### config.mk
export PLATFORM = sky130hd
export DESIGN_NAME = dzcpu_uop_sequencer
export DESIGN_NICKNAME = d
export VERILOG_FILES = /design/src/rtl/dzcpu_uop_sequencer.sv
export SDC_FILE = /design/constraint.sdc
export NUM_CORES = 1
export LEC_CHECK = 0
export CAP_MARGIN = 40
export CORE_MARGIN = 2
export CORE_UTILIZATION = 35
export DETAILED_ROUTE_END_ITERATION = 10
export GPL_TIMING_DRIVEN = 0
export PLACE_DENSITY = 0.86
export SETUP_SLACK_MARGIN = 0.3
export SLEW_MARGIN = 25
export SYNTH_ARGS = -nofsm -noshare
export SYNTH_HDL_FRONTEND = slang
export SYNTH_SLANG_ARGS = --single-unit
### constraint.sdc
create_clock -name iClock -period 4.7 [get_ports iClock]
set_input_delay 0.94 -clock iClock [delete_from_list [all_inputs] [get_ports iClock]]
set_output_delay 0.94 -clock iClock [all_outputs]
set_load 0.05 [all_outputs]
### src/rtl/dzcpu_uop_sequencer.sv
// ---------------------------------------------------------------------------
// dzcpu_uop_sequencer
//
// Microcode sequencer for the dzcpu core. It fetches an opcode, maps it to a
// microflow start index through an external lookup table, then walks the
// microcode ROM one word per cycle until an end-of-flow (EOF) code retires
// the instruction. A "jump to CB flow" operation re-indexes through the CB
// table for prefixed opcodes.
//
// Optional feature (macro DZCPU_SEQ_IRQ_EN): when defined, an EOF that sees
// iIrqReq & iIme enters an IRQ state that acknowledges the interrupt and
// starts the interrupt-entry microflow at IRQ_FLOW_IDX. When undefined, the
// IRQ state does not exist and oIrqAck is tied low.
//
// Ports
//   iClock        clock, all state on rising edge
//   iReset        synchronous active-low reset
//   iMemData      memory byte (opcode in FETCH, CB sub-opcode during a flow)
//   iFetchValid   iMemData holds a valid opcode (FETCH only)
//   iStall        freezes the sequencer, suppresses all pulse outputs
//   iFlagZ        Z flag for conditional EOF codes
//   iIrqReq/iIme  pending interrupt / interrupt master enable
//   oLutMop       byte presented to main and CB lookup tables
//   iFlowIdx      main table result (flow start index)
//   iCbFlowIdx    CB table result
//   oUopAddr      microcode ROM address (uPC)
//   iUop          ROM word: [12:9] flow code, [8:4] operation, [3:0] operand
//   oUopValid     current ROM word is being executed this cycle
//   oPcInc        increment architectural PC
//   oFlagsUpdate  commit flags
//   oInstrDone    instruction retires this cycle
//   oFetchReq     sequencer is waiting for an opcode
//   oIrqAck       interrupt acknowledge pulse
//   oUopOverrun   sticky: a flow ran off the end of the ROM
// ---------------------------------------------------------------------------
module dzcpu_uop_sequencer #(
    parameter logic [7:0] IRQ_FLOW_IDX = 8'd211,
    parameter logic [4:0] JCB_OPCODE   = 5'h1F
) (
    input  logic        iClock,
    input  logic        iReset,
    input  logic [7:0]  iMemData,
    input  logic        iFetchValid,
    input  logic        iStall,
    input  logic        iFlagZ,
    input  logic        iIrqReq,
    input  logic        iIme,
    output logic [7:0]  oLutMop,
    input  logic [7:0]  iFlowIdx,
    input  logic [7:0]  iCbFlowIdx,
    output logic [7:0]  oUopAddr,
    input  logic [12:0] iUop,
    output logic        oUopValid,
    output logic        oPcInc,
    output logic        oFlagsUpdate,
    output logic        oInstrDone,
    output logic        oFetchReq,
    output logic        oIrqAck,
    output logic        oUopOverrun
);

`ifdef DZCPU_SEQ_IRQ_EN
    typedef enum logic [1:0] {S_FETCH = 2'd0, S_EXEC = 2'd1, S_IRQ = 2'd2} state_e;
`else
    typedef enum logic [1:0] {S_FETCH = 2'd0, S_EXEC = 2'd1} state_e;
`endif

    state_e     state_q, state_d;
    logic [7:0] upc_q, upc_d;
    logic       overrun_q, overrun_d;

    logic [3:0] flow_code;
    logic [4:0] uop_op;
    logic       in_exec, flow_eof, overrun_hit, eof, is_jcb, irq_take;

    assign flow_code = iUop[12:9];
    assign uop_op    = iUop[8:4];
    assign in_exec   = (state_q == S_EXEC);

    always_comb begin
        flow_eof = 1'b0;
        case (flow_code)
            4'd2, 4'd3, 4'd4, 4'd5: flow_eof = 1'b1;
            4'd6:                   flow_eof = iFlagZ;
            4'd7:                   flow_eof = ~iFlagZ;
            default:                flow_eof = 1'b0;  // 0,1,8 and 9-15 continue
        endcase
    end

    // Running off the last ROM word must retire rather than wrap to 0.
    assign overrun_hit = (upc_q == 8'hFF) && !flow_eof;
    assign eof         = flow_eof | overrun_hit;
    assign is_jcb      = (uop_op == JCB_OPCODE) && !eof;

`ifdef DZCPU_SEQ_IRQ_EN
    assign irq_take = iIrqReq & iIme;
    assign oIrqAck  = (state_q == S_IRQ) && !iStall;
    logic unused_ok;
    assign unused_ok = ^iUop[3:0];
`else
    assign irq_take = 1'b0;
    assign oIrqAck  = 1'b0;
    logic unused_ok;
    assign unused_ok = ^{iUop[3:0], iIrqReq, iIme, IRQ_FLOW_IDX};
`endif

    assign oUopValid    = in_exec && !iStall;
    assign oPcInc       = oUopValid && (flow_code inside {4'd1, 4'd3, 4'd5, 4'd6, 4'd7});
    assign oFlagsUpdate = oUopValid && (flow_code inside {4'd4, 4'd5, 4'd8});
    assign oInstrDone   = oUopValid && eof;
    assign oFetchReq    = (state_q == S_FETCH);
    assign oUopAddr     = upc_q;
    assign oUopOverrun  = overrun_q;
    // The tables only need the memory byte when an index is being looked up.
    assign oLutMop      = (oFetchReq || (in_exec && is_jcb)) ? iMemData : 8'h00;

    always_comb begin
        state_d   = state_q;
        upc_d     = upc_q;
        overrun_d = overrun_q;
        if (!iStall) begin
            case (state_q)
                S_FETCH: begin
                    if (iFetchValid) begin
                        upc_d   = iFlowIdx;
                        state_d = S_EXEC;
                    end
                end
                S_EXEC: begin
                    if (eof) begin
`ifdef DZCPU_SEQ_IRQ_EN
                        state_d = irq_take ? S_IRQ : S_FETCH;
`else
                        state_d = irq_take ? S_EXEC : S_FETCH;
`endif
                        if (overrun_hit) overrun_d = 1'b1;
                    end else if (is_jcb) begin
                        upc_d = iCbFlowIdx;
                    end else begin
                        upc_d = upc_q + 8'd1;
                    end
                end
`ifdef DZCPU_SEQ_IRQ_EN
                S_IRQ: begin
                    upc_d   = IRQ_FLOW_IDX;
                    state_d = S_EXEC;
                end
`endif
                default: state_d = S_FETCH;
            endcase
        end
    end

    always_ff @(posedge iClock) begin
        if (!iReset) begin
            state_q   <= S_FETCH;
            upc_q     <= 8'h00;
            overrun_q <= 1'b0;
        end else begin
            state_q   <= state_d;
            upc_q     <= upc_d;
            overrun_q <= overrun_d;
        end
    end

endmodule

==> results of run 1 <==
flip-flops by register name (all words and copies together) (netlist names):
name         cells
oUopAddr         8
oUopOverrun      1
state_q          1
cell usage in the layout (no fill, tap or decap), types with 2 or more instances in the layout:
cell type | Yosys | routed
o21ai_0 | 10 | 10
clkdlybuf4s50_1 | 0 | 50
dfxtp_1 | 10 | 10
a21boi_0 | 2 | 2
nor3_1 | 6 | 6
o21bai_1 | 6 | 6
clkbuf_1 | 3 | 3
a41oi_1 | 5 | 5
inv_1 | 3 | 3
xnor2_1 | 4 | 4
o221a_1 | 2 | 2
a221oi_1 | 2 | 2
buf_2 | 1 | 2
or3_1 | 2 | 2
dlymetal6s2s_1 | 0 | 4
and3_1 | 2 | 2
nand2_1 | 5 | 5
dlygate4sd2_1 | 0 | 4
nand3_1 | 14 | 14
nor2_1 | 10 | 10
clkbuf_4 | 0 | 3
xor2_1 | 2 | 2
and2_1 | 8 | 8
a21oi_1 | 2 | 2
logic make-up (layout without fill, tap and decap cells):
| group | count (synthesis) | in the layout | share of synthesized area |
|---|---|---|---|
| simple gates | 49 | 49 | 0.297 |
| buf+inv | 9 | 72 | 0.0472 |
| flops | 10 | 10 | 0.244 |
| xor+xnor | 7 | 7 | 0.0837 |
| compound gates | 34 | 34 | 0.309 |
| other cells | 1 | 1 | 0.00456 |
| fa+ha+maj | 1 | 1 | 0.0152 |
path summary, 6_finish.rpt:
path | to | cells after the start | from | slack (ps)
setup / recovery | oPcInc | 6 | iStall | 480
hold / removal | oUopOverrun | 1 | oUopOverrun | 490
setup reg to reg | oUopAddr[7] | 6 | oUopAddr[0] | 2610
hold reg to reg | oUopOverrun | 1 | oUopOverrun | 490
metrics by stage:
step	total power [mW]	setup WS (ps)
6_report	0.352	484
5_1_grt	0.369	321
4_1_cts	0.354	301
3_5_place_dp	0.274	274
3_3_place_gp	0.271	319
2_1_floorplan	0.203	1090
layer usage:
metal | track usage | up-vias
met4 | 0.0726 | 0
met2 | 0.419 | 59
met5 | 0 | -
met3 | 0.0743 | 5
li1 | - | 540
met1 | 0.229 | 500
what timing repair did:
item,in CTS,in global routing
hold endpoints to repair,0,0
resized for setup,4,4
endpoints found under the setup margin,4,4
worst max-delay path, delay by kind of cell:
| family | cells | cell delay, ps |
|---|---|---|
| compound gates | 1 | 260 |
| simple gates | 2 | 460 |
| buf+inv | 3 | 1620 |
power by group:
group | internal, mW | switching (mW) | total, mW
Combinational | 0.0711 | 0.0942 | 0.165
Clock | 0.0471 | 0.0338 | 0.0810
Sequential | 0.0931 | 0.0124 | 0.106
Total | 0.211 | 0.140 | 0.352
layout make-up:
cell class / instances / area [sq um] / area share
plain buffers: 6 / 27.5 / 0.0185
clock buffers: 4 / 36.3 / 0.0245
inverters: 3 / 11.3 / 0.00759
multi-input cells: 92 / 583 / 0.393
flip-flops and latches: 10 / 200 / 0.135
well taps: 28 / 35.0 / 0.0236
repair buffers: 59 / 591 / 0.398
cell usage after synthesis, drive strengths merged:
cell    number  area (sq um)
nand3       14          70.1
dfxtp       10           200
nor3         6          30.0
a21oi        2          10.0
and3         2          12.5
xnor2        5          51.3
nor2        10          37.5
xor2         2          17.5
inv          3          11.3
a221oi       2          17.5
conb         1          3.75
and2         8          50.1
a21boi       2          15.0
nand2        5          18.8
o21ba        1          10.0
o21ai       10          50.1
nand4        1          6.26
o221ai       1          8.76
clkbuf       3          11.3
o21bai       6          45.0
o221a        3          33.8
buf          3          16.3
o21a         1          7.51
a41oi        5          43.8
ha           1          12.5
or3          2          12.5
a31oi        1          12.5
nor4         1          6.26
==> run summary, run 1 <==
The post-route fraction of the period consumed by the critical path was 0.897. The tools report the number of diodes added for antenna fixing as 0. In the final timing run, aggregate negative setup slack is 0 ps. Buffers inserted during clock tree synthesis total 3. For the post-CTS repair timing setup buffer count, the log shows 0.

The count of different cell masters after synthesis was 32; the number of nets in the finished design was 220. The logs give 0 for the final-report max-slew violation count and 1390 microns for the length of routed met2 wiring. Max-cap violations in this run came to 0. The post-route worst hold slack is 493 ps. Summing every instance area after synthesis gives 822 sq um. The run gives 1 as the CTS H-tree depth.

For this design, the CTS-stage hold fixing added 0 buffers. Summed over all layers, the routed wires come to 2870 microns. After detailed placement, the total cell area comes to 0.00144 sq mm. The count of buffers added on input and output ports is 58. The number of non-filler instances in the completed layout is 202, and the area of the placeable core is 0.00221 sq mm. At the end of routability-driven placement, the weighted congestion stood at 0.877. The routed length on met3 was 344 microns; the average detailed-routed wire length per instance was 14.2 microns. Traced cell by cell, the critical path runs through clkdlybuf4s50_1, o21ba_2, clkbuf_1, nand2_1, nor3_1, clkdlybuf4s50_1. The tools report the final instance area as 0.00148 sq mm.

After detailed routing, no signal wire sits above met4. Total power divided by cell area: 237 mW/mm^2. The largest fanout of any net on the critical path works out to 10.

Slowest cell on the critical path: clkdlybuf4s50_1. The run gives 0.481 as the tightest slew margin relative to the limit. Including well taps, the total number of placed cells is 197. The average vias per placed instance was 5.47. For this design the static power due to leakage is 0.571 nW. The chip height works out to 52.5 microns. The full die area was 0.00275 sq mm. The logs give 0 for the Yosys warning count and 0.372 for the starting density of the core. The logs give 0.223 for the overall fraction of global-route tracks in use and 2220 microns for the half-perimeter wire length after detailed placement. Counting flops and latches in the post-synthesis netlist gives 10.

TritonCTS built the clock tree. The later pin in the worst-skew pair is clocked with a latency of 270 ps. The worst setup path is launched from a primary input.

The first-pass GRT wire length was 4640 microns. The run gives 0 as the initial antenna violation count. The die width came out at 52.5 microns.

The floorplan has 17 rows. On the final layout, the worst clock skew is 5.16 ps. After synthesis, the mean cell area works out to 7.41 sq um.

Fraction of layout instances using a drive strength above 1: 0.0632. The via count of the first global-routing pass was 1117; the slew at the pin closest to its max-slew limit was 772 ps. From synthesis to final layout, the design area changed by 80.5%. The detail route stage leaves a number of antenna-violating nets equal to 0.

The most frequent cell on the critical path was clkdlybuf4s50_1. The detailed router placed 1104 vias in this run. Derived from the worst setup path, the maximum achievable clock frequency is 237 MHz. Entering global routing, the biggest net connects 11 pins. For the critical path required time, the log shows 3760 ps. The count of routing violations after the opening detailed-route iteration is 15, and the delay of the slowest critical-path stage is 840 ps. The final count of hold timing violations came out at 0. For this run, design rule violations remaining after detail routing come to 0. For the worst setup path, the data arrival time is 3280 ps. The tools report the final design utilization as 0.671.

The tools report the cell count after synthesis as 111. The tools report the kind of capture point of the worst setup path as an output port. The minimum clock period was 4220 ps; the count of filler cells inserted in the layout was 199. Class of the tightest hold or removal check: flop to flop.

VDD sags by at most 132 uV. The run finished with clean final reports. The critical path is of the primary input to output port type.

The proportion of synthesized chip area in sequential cells was 0.244; the number of sinks handled by clock tree synthesis was 10. The logs give 156 for the net count of the mapped netlist and 0 for the total congestion overflow. The maximum number of buffers from clock root to sink came out at 2.

67 I/O pins were placed. Setup repair after global routing left no endpoint under its margin. The final number of setup-violating endpoints was 0; the detailed-routing iteration count for the pre-antenna-repair pass was 4. After detailed routing, the wire length on met1 is 1110 microns. The cell sitting at the root of the clock tree is a clkbuf_4. The clock transition at the register clock pins on the worst setup and hold paths after CTS works out to 70 ps.
Power figures use the tool's default switching activity.
==> inputs of run 2 (changes only) <==
ABC_AREA = 1   (was not set)
PLACE_DENSITY = 0.77   (was 0.86)
==> run 2 against run 1 <==
Effect of this change: sequential power is 4% lower; first-iteration DRC count is 87% higher; non-clock buffer count is 1 lower; global-route usage is 5.8 points lower; flip-flop and latch count stayed put; via count is 15% higher; combinational power is 8% higher; clock power is 24% lower; critical path type unchanged; highest routed layer unchanged.
==> run summary, run 2 <==
Using the TritonRoute via totals, the vias-per-cell ratio works out to 4.52. The proportion of synthesized chip area in sequential cells was 0.186; the starting density of the core was 0.361. The run gives 0.660 as the tightest slew margin relative to the limit.

The longest clock path from root to sink contains 2 buffers. Of all nets on the critical path, the largest fanout is 10. The Yosys warning count was 0; the critical path required time was 3760 ps. The minimum clock period was 4180 ps; the fraction of layout instances using a drive strength above 1 was 0.137. The tools report the full die area as 0.00353 sq mm. Setup repair after global routing left no endpoint under its margin. The tools report the achievable frequency as 239 MHz. For this run, the slowest stage of the critical path takes 810 ps. Buffers inserted to repair hold after CTS numbered 0.

The fraction of post-synthesis cell area in the top cell type by area came out at 0.186. Aggregate routed wire length: 2680 microns. The tools report the count of pins on the block boundary as 67.

Once detail routing completed, the nets flagged for antenna violations numbered 0. The tool flagged a number of max-cap violations equal to 0. The area growth from synthesis to layout is 60.1%.

Summed over all instances, the cell type with the most area after synthesis is dfxtp_1. The share of total power in sequential cells is 0.298, and the CTS H-tree depth is 1. The cell sitting at the root of the clock tree is a clkbuf_4.

The run gives 0 as the number of diodes added for antenna fixing. The post-route total power is 0.341 mW. Leaving out fill and tap cells, the most frequent cells in the layout are clkdlybuf4s50_1 (57), inv_1 (44), nand2_1 (44). The HPWL after detailed placement is 2110 microns. The tools report the final count of hold timing violations as 0. The via count of the first global-routing pass was 1139; the mean instance size in the synthesized netlist was 5.75 sq um. Setup violations remaining at the end of the flow were counted as 0. The first TritonRoute pass finished after 4 iterations. By area the synthesized netlist is led by dfxtp_1 (19%), inv_1 (15%), nand2_1 (15%). The tools report the kind of capture point of the worst setup path as an output port.

The later pin in the worst-skew pair is clocked with a latency of 270 ps. The analysis attributes to cell leakage a power of 0.863 nW. The synthesized netlist contains 23 unique library cells.

From bottom edge to top edge, the die measures 59.4 microns. In this run, synthesis inferred 0 flip-flops with an integrated enable. The slew at the pin closest to its max-slew limit came out at 509 ps. Summed over all layers, the global routing overflow is 0. The category of the critical setup timing path was primary input to output port. Power dissipated by switching net loads: 0.144 mW.

The die width is 59.4 microns. Summed over all nets, wire length on met3 after detailed routing comes to 117 microns. The logs give 0.00298 sq mm for the area of the placeable core and 0.817 for the weighted congestion reported at the end of routability-driven placement.

After technology mapping, the gate count stands at 187. The class of the tightest hold or removal check is flop to flop. Dividing the detail-routed wire length by the instance count gives 9.54 microns. The post-route fraction of the period consumed by the critical path was 0.888; the net count of the mapped netlist was 232. For this block, wires on met1 add up to 1190 microns. Clock-pin slew was measured on the worst setup and hold paths at 60 ps. Leaving out fill and tap cells, the most frequent cell in the layout is clkdlybuf4s50_1. For the first-pass GRT wire length, the log shows 4550 microns. The run finished with clean final reports. For this run, design rule violations remaining after detail routing come to 0. The run gives 0.00108 sq mm as the post-synthesis instance area. Number of CTS-inserted buffers: 3. TritonCTS built the clock tree. The final-report max-slew violation count was 0. The most used flip-flop cell after synthesis is dfxtp_1. In the detailed route, the total length drawn on met2 is 1320 microns.

Counting instances in the post-synthesis netlist gives the leading cell types as inv_1 (44), nand2_1 (44), nor2_1 (21). The proportion of power drawn by the clock network is 0.181, and the internal power summed over all cells is 0.197 mW. The flip-flop count of the largest register after layout is 8. The setup skew after layout came out at 0.852 ps. Row generation in the floorplan step produced 20 rows. The overall fraction of global-route tracks in use is 0.165, and the share of synthesized flip-flops with an asynchronous set or reset is 0.

For this run, the post-layout net count is 295. The total via count after detailed routing is 1270, and the switching power as a share of total power is 0.423. On the critical path, the stage with the largest delay is an instance of clkdlybuf4s50_1. The flop and latch count out of synthesis was 10.

The total power divided by cell area was 198 mW/mm^2. In the final timing run, aggregate negative setup slack is 0 ps. The highest metal layer with signal wires was met4. The clock drives 10 sinks. Walking the worst path, the cells encountered are clkdlybuf4s50_1, nand2_1, inv_1, nand3_1, nand2_1, buf_4, nand3_2, nand2_1, inv_1, nor2_1, clkdlybuf4s50_1.

The most frequent cell on the critical path was nand2_1. At the worst endpoint, the arrival time is 3240 ps. The initial antenna violation count was 0; the count of routing violations after the opening detailed-route iteration was 28. Input and output buffers added on the ports amount to 58. The tools report the critical path startpoint category as a primary input. The maximum ir drop on the vdd rail is 73.8 uV, and the maximum number of pins on one net before global-route repair is 11. The combinational fraction of design power came out at 0.521.
-- run 2: cell types whose count changed after synthesis, sizes merged, moves of 10 or more --
cell | before | now
inv | 3 | 46
nand4 | 1 | 11
o21ai | 10 | 0
nor2 | 10 | 32
nand2 | 5 | 49
-- run 2: logic make-up (layout without fill, tap and decap cells) --
group                      count (synthesis)  count (layout)  synth area share
AOI/OAI and AO/OA                         13              13            0.0954
xor gates and xnor gates                   3               3            0.0244
adders and majority gates                  1               1            0.0116
buffers and inverters                     52             113             0.207
DFF                                       10              10             0.186
other                                      1               1           0.00349
and+or+nand+nor                          107             107             0.472
-- run 2: power by group through the flow --
stage	registers [mW]	clock network (mW)	logic, mW
after floorplan	0.125	0	0.0899
after global placement	0.103	0	0.177
after detailed placement	0.104	0	0.178
after CTS	0.102	0.0614	0.179
after global routing	0.103	0.0657	0.193
final	0.102	0.0616	0.178
-- run 2: repair_timing --
item	4_1_cts	5_1_grt
setup buffers	0	0
gates resized for setup	0	1
setup endpoints to repair	0	1
-- run 2: path summary, 6_finish.rpt --
| check | slack (ps) | from | depth (start not counted) | endpoint |
|---|---|---|---|---|
| worst max-delay path | 520 | iUop[11] | 11 | oLutMop[0] |
| worst min-delay path | 460 | oUopOverrun | 2 | oUopOverrun |
| worst max register to register | 3060 | oUopAddr[0] | 11 | oUopAddr[1] |
| worst min register to register | 460 | oUopOverrun | 2 | oUopOverrun |
-- run 2: layout make-up --
type                    count  area, sq um
plain buffers               6         50.0
clock buffers               3         22.5
multi-input cells         125          653
well taps                  33         41.3
repair buffers             58          583
fillers                   288         1250
inverters                  46          173
flip-flops and latches     10          200
-- run 2: worst max-delay path, delay by kind of cell --
kind	cells	cell delay, ps
buf+inv	5	1670
simple gates	6	630
-- run 2: through the flow --
step	hold slack, ps	utilization	area (sq um)	worst slack (ps)	cells
finish	455	0.579	1720	525	281
global route	484	0.579	1720	306	281
CTS	461	0.578	1720	503	281
detailed placement	451	0.570	1700	511	278
global placement	445	0.570	1700	525	278
floorplan	664	-	1080	992	187
-- run 2: per-layer routing --
metal | vias up | global-route usage
met2 | 37 | 0.286
met5 | - | 0
met4 | 0 | 0.0877
li1 | 688 | -
met3 | 5 | 0.00873
met1 | 540 | 0.204
